## config.mk

```make
export PLATFORM = sky130hd
export DESIGN_NAME = ysyx_2022040010_mem_arbiter
export DESIGN_NICKNAME = d
export VERILOG_FILES = /design/src/rtl/ysyx_2022040010_mem_arbiter.sv
export SDC_FILE = /design/constraint.sdc
export NUM_CORES = 1
export LEC_CHECK = 0
export CAP_MARGIN = 20
export CORE_AREA = 2 2 211 213
export DETAILED_ROUTE_END_ITERATION = 10
export DIE_AREA = 0 0 213 215
export HOLD_SLACK_MARGIN = 0.02
export SKIP_LAST_GASP = 1
export SYNTH_ARGS = -nofsm -noshare
export SYNTH_HDL_FRONTEND = slang
export SYNTH_SLANG_ARGS = --single-unit
```

## constraint.sdc

```tcl
create_clock -name clk -period 3.4 [get_ports clk]
set_input_delay 0.68 -clock clk [delete_from_list [all_inputs] [get_ports clk]]
set_output_delay 0.68 -clock clk [all_outputs]
set_load 0.01 [all_outputs]
```

## src/rtl/ysyx_2022040010_mem_arbiter.sv

```systemverilog
// ysyx_2022040010_mem_arbiter: N-channel arbiter onto one SRAM port with address remap
// and an in-order tag pipeline that steers read data back to the issuing channel.
module ysyx_2022040010_mem_arbiter #(
   parameter int NCH = 2,
   parameter int AW = 64,
   parameter int DW = 64,
   parameter int RD_LAT = 1,
   parameter int RR_MODE = 0,
   parameter logic [AW-1:0] REMAP_BASE = AW'(64'h8000_0000),
   localparam int SW = DW / 8,
   localparam int IW = (NCH > 1) ? $clog2(NCH) : 1
) (
   input  logic              clk,
   input  logic              rst,
   input  logic [NCH-1:0]    ch_req,
   input  logic [NCH-1:0]    ch_we,
   input  logic [NCH*SW-1:0] ch_wstrb,
   input  logic [NCH*AW-1:0] ch_addr,
   input  logic [NCH*DW-1:0] ch_wdata,
   output logic [NCH-1:0]    ch_gnt,
   output logic [NCH-1:0]    ch_rvalid,
   output logic [DW-1:0]     ch_rdata,
   output logic              mem_e,
   output logic              mem_we,
   output logic [SW-1:0]     mem_wstrb,
   output logic [AW-1:0]     mem_addr,
   output logic [DW-1:0]     mem_wdata,
   input  logic [DW-1:0]     mem_rdata,
   output logic              busy
);
   logic [NCH-1:0] gnt_d;
   logic [IW-1:0] win_d, idx, ptr_q;
   logic found_d, grant_d, issue_d, we_d;
   logic [SW-1:0] st_d;
   logic [AW-1:0] ad_d, rm_d;
   logic [DW-1:0] wd_d;
   logic mem_e_q, mem_we_q;
   logic [SW-1:0] mem_wstrb_q;
   logic [AW-1:0] mem_addr_q;
   logic [DW-1:0] mem_wdata_q;
   logic [RD_LAT:0] tv_q;
   logic [RD_LAT:0][IW-1:0] tid_q;

   function automatic logic [IW-1:0] cand(input int k, input logic [IW-1:0] p);
      return RR_MODE != 0 ? IW'((int'(p) + 1 + k) % NCH) : IW'(k);
   endfunction

   // Fixed mode scans from ch0; round-robin scans from the channel after the last winner.
   always_comb begin
      gnt_d = '0;
      win_d = '0;
      idx = '0;
      found_d = 1'b0;
      for (int k = 0; k < NCH; k++) begin
         idx = cand(k, ptr_q);
         if (!found_d && ch_req[idx]) begin
            gnt_d[idx] = 1'b1;
            win_d = idx;
            found_d = 1'b1;
         end
      end
   end

   assign grant_d = found_d && rst;
   assign ch_gnt = grant_d ? gnt_d : '0;
   assign we_d = ch_we[win_d];
   assign st_d = ch_wstrb[win_d*SW +: SW];
   assign ad_d = ch_addr[win_d*AW +: AW];
   assign wd_d = ch_wdata[win_d*DW +: DW];
   assign rm_d = ad_d >= REMAP_BASE ? ad_d - REMAP_BASE : ad_d;
   // An all-zero-strobe write is acknowledged but never reaches memory.
   assign issue_d = grant_d && !(we_d && st_d == '0);

   always_ff @(posedge clk or negedge rst) begin
      if (!rst) begin
         mem_e_q <= 1'b0;
         mem_we_q <= 1'b0;
         mem_wstrb_q <= '0;
         mem_addr_q <= '0;
         mem_wdata_q <= '0;
         tv_q <= '0;
         tid_q <= '0;
         ptr_q <= IW'(NCH - 1);
      end else begin
         mem_e_q <= issue_d;
         mem_we_q <= issue_d && we_d;
         if (issue_d) begin
            mem_wstrb_q <= st_d;
            mem_addr_q <= rm_d;
            mem_wdata_q <= wd_d;
         end
         if (grant_d) ptr_q <= win_d;
         tv_q <= {tv_q[RD_LAT-1:0], issue_d && !we_d};
         tid_q <= {tid_q[RD_LAT-1:0], win_d};
      end
   end

   assign mem_e = mem_e_q;
   assign mem_we = mem_we_q;
   assign mem_wstrb = mem_wstrb_q;
   assign mem_addr = mem_addr_q;
   assign mem_wdata = mem_wdata_q;
   assign ch_rvalid = tv_q[RD_LAT] ? NCH'(1) << tid_q[RD_LAT] : '0;
   assign ch_rdata = mem_rdata;
   assign busy = |tv_q;
endmodule

```

Yosys cells after proc, flatten, opt, wreduce, memory -nomap -nowiden
Cells that the tools add are included.

cells by class
  add/sub/neg operators = 1
  muxes and demuxes = 8
  reductions and logical operators = 11
  shift-type cells = 4
  order comparisons = 2

operators with widths
  operator                  number
  $shiftx A128 B8 Y64       2
  $ge A64 B32 Y1 const B    1
  $mux W64                  1
  $sub A64 B32 Y64 const B  1
  $shiftx A16 B5 Y8         1
  $logic_not A8 Y1          1
  $logic_and A1 B1 Y1       6
  $mux W1                   5
  $mux W2                   2
  $logic_not A1 Y1          3
  $lt A1 B2 Y1 const B      1
  $reduce_or A2 Y1          1
  $shl A1 B1 Y2 const A     1

word-level totals
  register bits = 142
  output and inout port bits = 207
  word-level logic and storage cells = 34

Depth between registers and ports, before layout
Gate-level depths: netlist (run 1).

  word-level depth = 10
  gate-level depth with buffers = 12
  depth with buffers taken out = 9

Worst setup path after synthesis (run 1)
OpenSTA, ideal clock, no wires.

  kind = input to output
  from = in ch_req[0]
  to = out ch_gnt[1]
  setup slack = 0.543 ns
  buffers on the path = 5
  cell stages on the path = 8
  data arrival time = 2.177 ns
  path through = nand2b_1 -> buf_6 -> inv_2 -> buf_6 -> clkbuf_1 -> clkbuf_1 -> clkbuf_1 -> and2_1

between the ends
  elaborated cells between the ends (all ways) = 7

RTL lines
  item                 line  source
  start, declared      15    input logic [NCH-1:0] ch_req,
  $mux W1              56    if (!found_d && ch_req[idx]) begin
  $logic_not A1 Y1     56
  $logic_and A1 B1 Y1  56
  $mux W1              n/a
  net win_d            32    logic [IW-1:0] win_d, idx, ptr_q;
  $mux W2              65    assign ch_gnt = grant_d ? gnt_d : '0;
  end, declared        20    output logic [NCH-1:0] ch_gnt,

The timed path passes the listed nets, and every way through them passes these cells.

Final worst setup path (run 1)
  from = in ch_req[1]
  to = out ch_gnt[1]

between the ends
  longest elaborated chain between the ends = 4
  elaborated cells between the ends (all ways) = 5

RTL lines
  item                   line  source
  $logic_and A1 B1 Y1 *  56
  $mux W1                56
  $logic_and A1 B1 Y1    64    assign grant_d = found_d && rst;
  $mux W2 *              65

Mark *: on every way between the ends. The rest lies on a longest branch, timed or not.

==> flow_metrics.env, run 1 <==
export IMPL_power_density_nw_per_um2=417.2
export IMPL_wire_per_inst_um=18.16
export IMPL_io_pins=549
export IMPL_via_count=8411
export IMPL_nets=1688
export IMPL_r2r_start="mem_addr[63]$_DFFE_PN0P_"
export IMPL_grt_use_total_pct=15.09
export IMPL_status="finished clean"
export IMPL_period_minus_slack_ns=3.154
export IMPL_grt_setup_unrepaired="no"
export IMPL_syn_nets=1323
export IMPL_cp_common_cell="clkdlybuf4s50_1"
export IMPL_finalMaxSlewViolations=0
export IMPL_path_cells="clkdlybuf4s50_1 -> nand2b_4 -> inv_4 -> and2_1 -> clkdlybuf4s50_1"
export IMPL_irDropWorstVdd_mv=0.2569
export IMPL_synth_async_reset_ratio_pct=100.0
export IMPL_core_area_sq_um=43640
export IMPL_fin_area_sq_um=13370
export IMPL_drive_above_1_share_pct=8.124
export IMPL_overflow=0
export IMPL_detail_route_vias_per_cell=4.320
export IMPL_synth_seq_cells=142
export IMPL_die_width_um=213
export IMPL_synth_mux_area_share_pct=4.422
export IMPL_crit_fanout=21
export IMPL_cts_sinks=142
export IMPL_cts_repair_resized=0
export IMPL_wl_mm=35.36
export IMPL_cpLargestDelayFamily="buffers and inverters"
export IMPL_synth_yosys_seq_area_share_pct=43.76
export IMPL_clk_pin_slew_ns=0.05
export IMPL_skew_ns=0.002100
export IMPL_gp_congestion=0.8754
export IMPL_cp_start_kind="input pin"
export IMPL_antenna_left=0
export IMPL_final_cells=1947
export IMPL_ctsHoldBuffers=0
export IMPL_cts_tree="yes"
export IMPL_synthSimpleGateAreaFrac_pct=24.47
export IMPL_clockRootBuffer="clkbuf_16"
export IMPL_hold_path_class="input pin to async pin"
export IMPL_grt_start_max_net_pins=65
export IMPL_insertion_delay_ns=0.44
export IMPL_die_h_um=215
export IMPL_worstPathArrival_ns=2.47
export IMPL_antenna_found_initial=1
export IMPL_port_buffers=420
export IMPL_syn_cell_area_sq_um=8120
export IMPL_start_util_pct=18.61
export IMPL_finalSetupTns_ns=0
export IMPL_cts_buffer_depth=2
export IMPL_yosys_warnings=0
export IMPL_netlist_top_cells_area="dfrtp_1 (44%), nand2_1 (12%), a31oi_1 (8.1%)"
export IMPL_relSlewSlack_pct=37.35
export IMPL_max_cap_violations=0
export IMPL_cp_required_ns=2.72
export IMPL_drc_errors=0
export IMPL_p_leak_uw=0.005481
export IMPL_final_common_cell="clkdlybuf4s50_1"
export IMPL_row_count=77
export IMPL_synth_top_family_by_area="simple AND/OR/NAND/NOR gates"
export IMPL_synth_flop_cell="dfrtp_1"
export IMPL_ctsHtreeMaxLevel=4
export IMPL_synth_edf_count=0
export IMPL_area_growth_pct=64.64
export IMPL_placed_cells_incl_taps=1918
export IMPL_placed_area_sq_um=12790
export IMPL_finalSetupViolations=0
export IMPL_synth_top_area_share_pct=43.76
export IMPL_crit_start="ch_req[1]"
export IMPL_max_freq_mhz=317.0
export IMPL_syn_inst=980
export IMPL_tightest_slew_ns=0.9397
export IMPL_yosys_area_top_type="dfrtp_1"
export IMPL_cts_buffers=17
export IMPL_post_place_ws_ns=-0.03936
export IMPL_dieArea_sq_um=45800
export IMPL_cp_end_kind="primary output"
export IMPL_critPathBufInv=3
export IMPL_yosysUniqueCellTypes=64
export IMPL_first_pass_iters=4
export IMPL_slowest_delay_ns=0.58
export IMPL_post_route_period_util_pct=92.78
export IMPL_synth_compound_area_share_pct=14.93
export IMPL_critical_path_class="input pin to primary output"
export IMPL_setup_ws_ns=0.2456
export IMPL_hold_viol=0
export IMPL_grt_pass1_vias=8631
export IMPL_dpl_hpwl_mm=27.66
export IMPL_yosys_area_share_xor_xnor_pct=2.373
export IMPL_syn_avg_cell_area_sq_um=8.286
export IMPL_layout_common_cells="clkdlybuf4s50_1 (419), nand2_1 (254), dfrtp_1 (142), nor2_1 (136), a31oi_1 (105)"
export IMPL_crit_slowest_cell="clkdlybuf4s50_1"
export IMPL_post_cts_buffers=0
export IMPL_synth_adder_area_share_pct=0.1541
export IMPL_grt_pass1_wl_mm=51.66
export IMPL_drtIter0Drc=550
export IMPL_fin_util_pct=30.63
## power breakdown
part	switching (uW)	internal, uW
clock	754	1160
sequential	144	1920
combinational	707	897
total	1600	3970
## routing by layer
layer | vias to the layer above | global-route usage, % | routed length [um]
met1 | 3953 | 16.58 | 13830
li1 | 4016 | - | -
met3 | 68 | 4.881 | 3066
met4 | 0 | 6.084 | 1017
met5 | - | 0 | 0
met2 | 374 | 26.62 | 17450
## worst paths after layout
kind	end	slack (ns)	depth (start not counted)
max	ch_gnt[1]	0.25	5
min	mem_addr[3]$_DFFE_PN0P_	0.31	2
max reg2reg	mem_addr[63]$_DFFE_PN0P_	2.54	2
min reg2reg	tid_q[1]$_DFF_PN0_	0.35	0
max in group asynchronous	mem_wdata[24]$_DFFE_PN0P_	2.04	3
min in group clk	tid_q[1]$_DFF_PN0_	0.35	0
## logic make-up after synthesis
logic type               after synthesis
adder cells (fa/ha/maj)                1
buffers and inverters                138
XOR/XNOR                              22
AND/OR/NAND/NOR                      462
multiplexers                          35
AO/OA/AOI/OAI                        180
flip-flops                           142
## state kept, by name (all words and copies together) (netlist names)
name / count
mem_wstrb: 8
mem_wdata: 64
mem_addr: 64
mem_we: 1
mem_e: 1
tv_q: 2
tid_q: 2
## cell usage after synthesis (10+ instances only)
master and n:
clkbuf_1 56, o21ai_1 15, nor2_1 136, a21oi_1 11, a31oi_1 105, mux2i_1 32, dfrtp_1 142, xor2_1 10
buf_4 64, xnor2_1 12, nand2_1 254
## stage by stage
step	hold WS (ns)	power (uW)
finish	0.3088	5578
CTS	0.2843	5676
global route	0.3139	5872
detailed placement	0.3364	3719
floorplan	0.3312	2696
global placement	0.3347	3704
## layout make-up
type / instances / area (sq um)
inverter: 7 / 33.78
tap: 592 / 740.7
antenna: 1 / 2.502
clock inverter: 6 / 85.08
multi-input combinational: 700 / 3789
clock buffer: 22 / 494.2
timing repair buffer: 477 / 4671
sequential: 142 / 3553
fill: 4634 / 30270
Note: power is estimated with default switching activity, not from simulation.
==> run 2, diff against run 1 <==
CORE_AREA = 2 2 215 217   (was 2 2 211 213)
DIE_AREA = 0 0 217 219   (was 0 0 213 215)
clock period = 3.83 ns   (was 3.4 ns; I/O delays follow)
==> flow_metrics.env, run 2 (synthesis results as in run 1) <==
export IMPL_switchingPower_uw=1431
export IMPL_antenna_left=0
export IMPL_wire_per_inst_um=17.87
export IMPL_clockPowerShare_pct=34.0
export IMPL_finalPower_uw=4909
export IMPL_crit_fanout=14
export IMPL_io_pins=549
export IMPL_overflow=0
export IMPL_worstSetupEndpoint="mem_addr[55]$_DFFE_PN0P_"
export IMPL_hold_path_class="input pin to async pin"
export IMPL_post_place_ws_ns=0.07626
export IMPL_cts_buffer_depth=2
export IMPL_irDropWorstVdd_mv=0.2498
export IMPL_hold_viol=0
export IMPL_first_pass_iters=5
export IMPL_grt_start_max_net_pins=84
export IMPL_power_density_nw_per_um2=371.5
export IMPL_period_minus_slack_ns=3.274
export IMPL_grtUsageMet2_pct=23.96
export IMPL_area_growth_pct=62.73
export IMPL_internal_power_uw=3478
export IMPL_insertion_delay_ns=0.44
export IMPL_cp_end_kind="flop"
export IMPL_cts_tree="yes"
export IMPL_cp_required_ns=4.20
export IMPL_grt_pass1_vias=8389
export IMPL_placed_cells_incl_taps=1903
export IMPL_worstPathArrival_ns=3.65
export IMPL_die_h_um=219
export IMPL_cts_repair_resized=0
export IMPL_setup_ws_ns=0.5559
export IMPL_finalMaxSlewViolations=0
export IMPL_crit_start="ch_req[0]"
export IMPL_drc_errors=0
export IMPL_post_route_period_util_pct=85.48
export IMPL_layout_common_cells="clkdlybuf4s50_1 (419), nand2_1 (254), dfrtp_1 (142), nor2_1 (136), a31oi_1 (105)"
export IMPL_max_freq_mhz=305.4
export IMPL_finalSetupTns_ns=0
export IMPL_via_count=8312
export IMPL_dpl_hpwl_mm=26.65
export IMPL_final_cells=1935
export IMPL_ctsHoldBuffers=0
export IMPL_grt_use_total_pct=14.20
export IMPL_skew_ns=0.001555
export IMPL_finalSetupViolations=0
export IMPL_n_antenna_cell=0
export IMPL_tightest_slew_ns=0.8065
export IMPL_core_area_sq_um=45090
export IMPL_wl_mm=34.59
export IMPL_cts_sinks=142
export IMPL_rrSetupSlack_ns=3.03
export IMPL_post_cts_buffers=0
export IMPL_antenna_found_initial=0
export IMPL_r2r_start="mem_addr[63]$_DFFE_PN0P_"
export IMPL_drive_above_1_share_pct=6.592
export IMPL_start_util_pct=18.01
export IMPL_clk_pin_slew_ns=0.07
export IMPL_met1_usage_pct=16.33
export IMPL_p_comb_share_pct=28.8
export IMPL_fin_hold_ws_ns=0.1860
export IMPL_grt_busiest_layer="met2"
export IMPL_ff2ff_path_depth=2
export IMPL_cts_buffers=17
export IMPL_drtIter0Drc=728
export IMPL_detail_route_vias_per_cell=4.296
export IMPL_relSlewSlack_pct=46.24
export IMPL_grt_setup_unrepaired="no"
export IMPL_final_common_cell="clkdlybuf4s50_1"
export IMPL_critical_path_class="input pin to flop"
export IMPL_status="finished clean"
export IMPL_dieArea_sq_um=47520
export IMPL_clockRootBuffer="clkbuf_16"
export IMPL_sw_frac_of_total_pct=29.15
export IMPL_r2r_end="mem_addr[63]$_DFFE_PN0P_"
export IMPL_die_width_um=217
export IMPL_grtUsageMet3_pct=4.532
export IMPL_power_frac_seq_pct=37.2
export IMPL_gp_congestion=0.9005
export IMPL_max_cap_violations=0
export IMPL_p_leak_uw=0.005376
export IMPL_ctsHtreeMaxLevel=4
export IMPL_grt_pass1_wl_mm=50.74
export IMPL_port_buffers=420
export IMPL_row_count=78
export IMPL_cp_start_kind="input pin"
export IMPL_nets=1665
==> run 2: cell count changes in the layout (fill, tap and decap cells not counted), moves of 2 or more <==
cell      before  now
buf_4         54   30
clkinv_2       2    4
clkbuf_8       5    2
clkbuf_1       0    3
==> run 2: routing by layer <==
metal	routed length, um	vias to the layer above
met5	0	-
met4	1216	0
met3	2886	73
met2	16600	385
met1	13880	3869
li1	-	3985
==> run 2: power groups by stage <==
stage               sequential, uW  combinational [uW]  clock, uW
floorplan                     1930                 465          0
global placement              1850                1430          0
detailed placement            1860                1430          0
CTS                           1830                1440       1740
global route                  1850                1530       1790
finish                        1830                1410       1670
==> run 2: critical path: stages <==
cell and delay [ns]:
clkdlybuf4s50_1 0.44, buf_4 0.20, nor4b_1 0.52, buf_4 0.21, a32oi_1 0.09, a21oi_2 0.31
nand4bb_4 0.29, buf_4 0.27, o2111ai_1 0.27, o21ai_0 0.13, a21oi_1 0.13
==> run 2: cell type report <==
cell class                 count  area (sq um)
inverter                       7         33.78
tap                          600         750.7
timing repair buffer         454          4511
fill                        4809         31870
clock inverter                10         112.6
clock buffer                  22         464.2
sequential                   142          3553
multi-input combinational    700          3789
==> run 2: worst min-delay path by stage <==
stage,startpoint,to
after floorplan,tid_q[0]$_DFF_PN0_,tid_q[1]$_DFF_PN0_
after global placement,tid_q[0]$_DFF_PN0_,tid_q[1]$_DFF_PN0_
after detailed placement,tid_q[0]$_DFF_PN0_,tid_q[1]$_DFF_PN0_
after CTS,rst,mem_addr[60]$_DFFE_PN0P_
after global routing,rst,mem_addr[60]$_DFFE_PN0P_
final,rst,mem_addr[62]$_DFFE_PN0P_
==> run 2: metrics by stage <==
step                      instance area (sq um)  util [%]
after floorplan                            8120         -
after global placement                    12640     28.03
after detailed placement                  12640     28.03
after CTS                                 13210     29.31
after global routing                      13210     29.31
final                                     13210     29.31
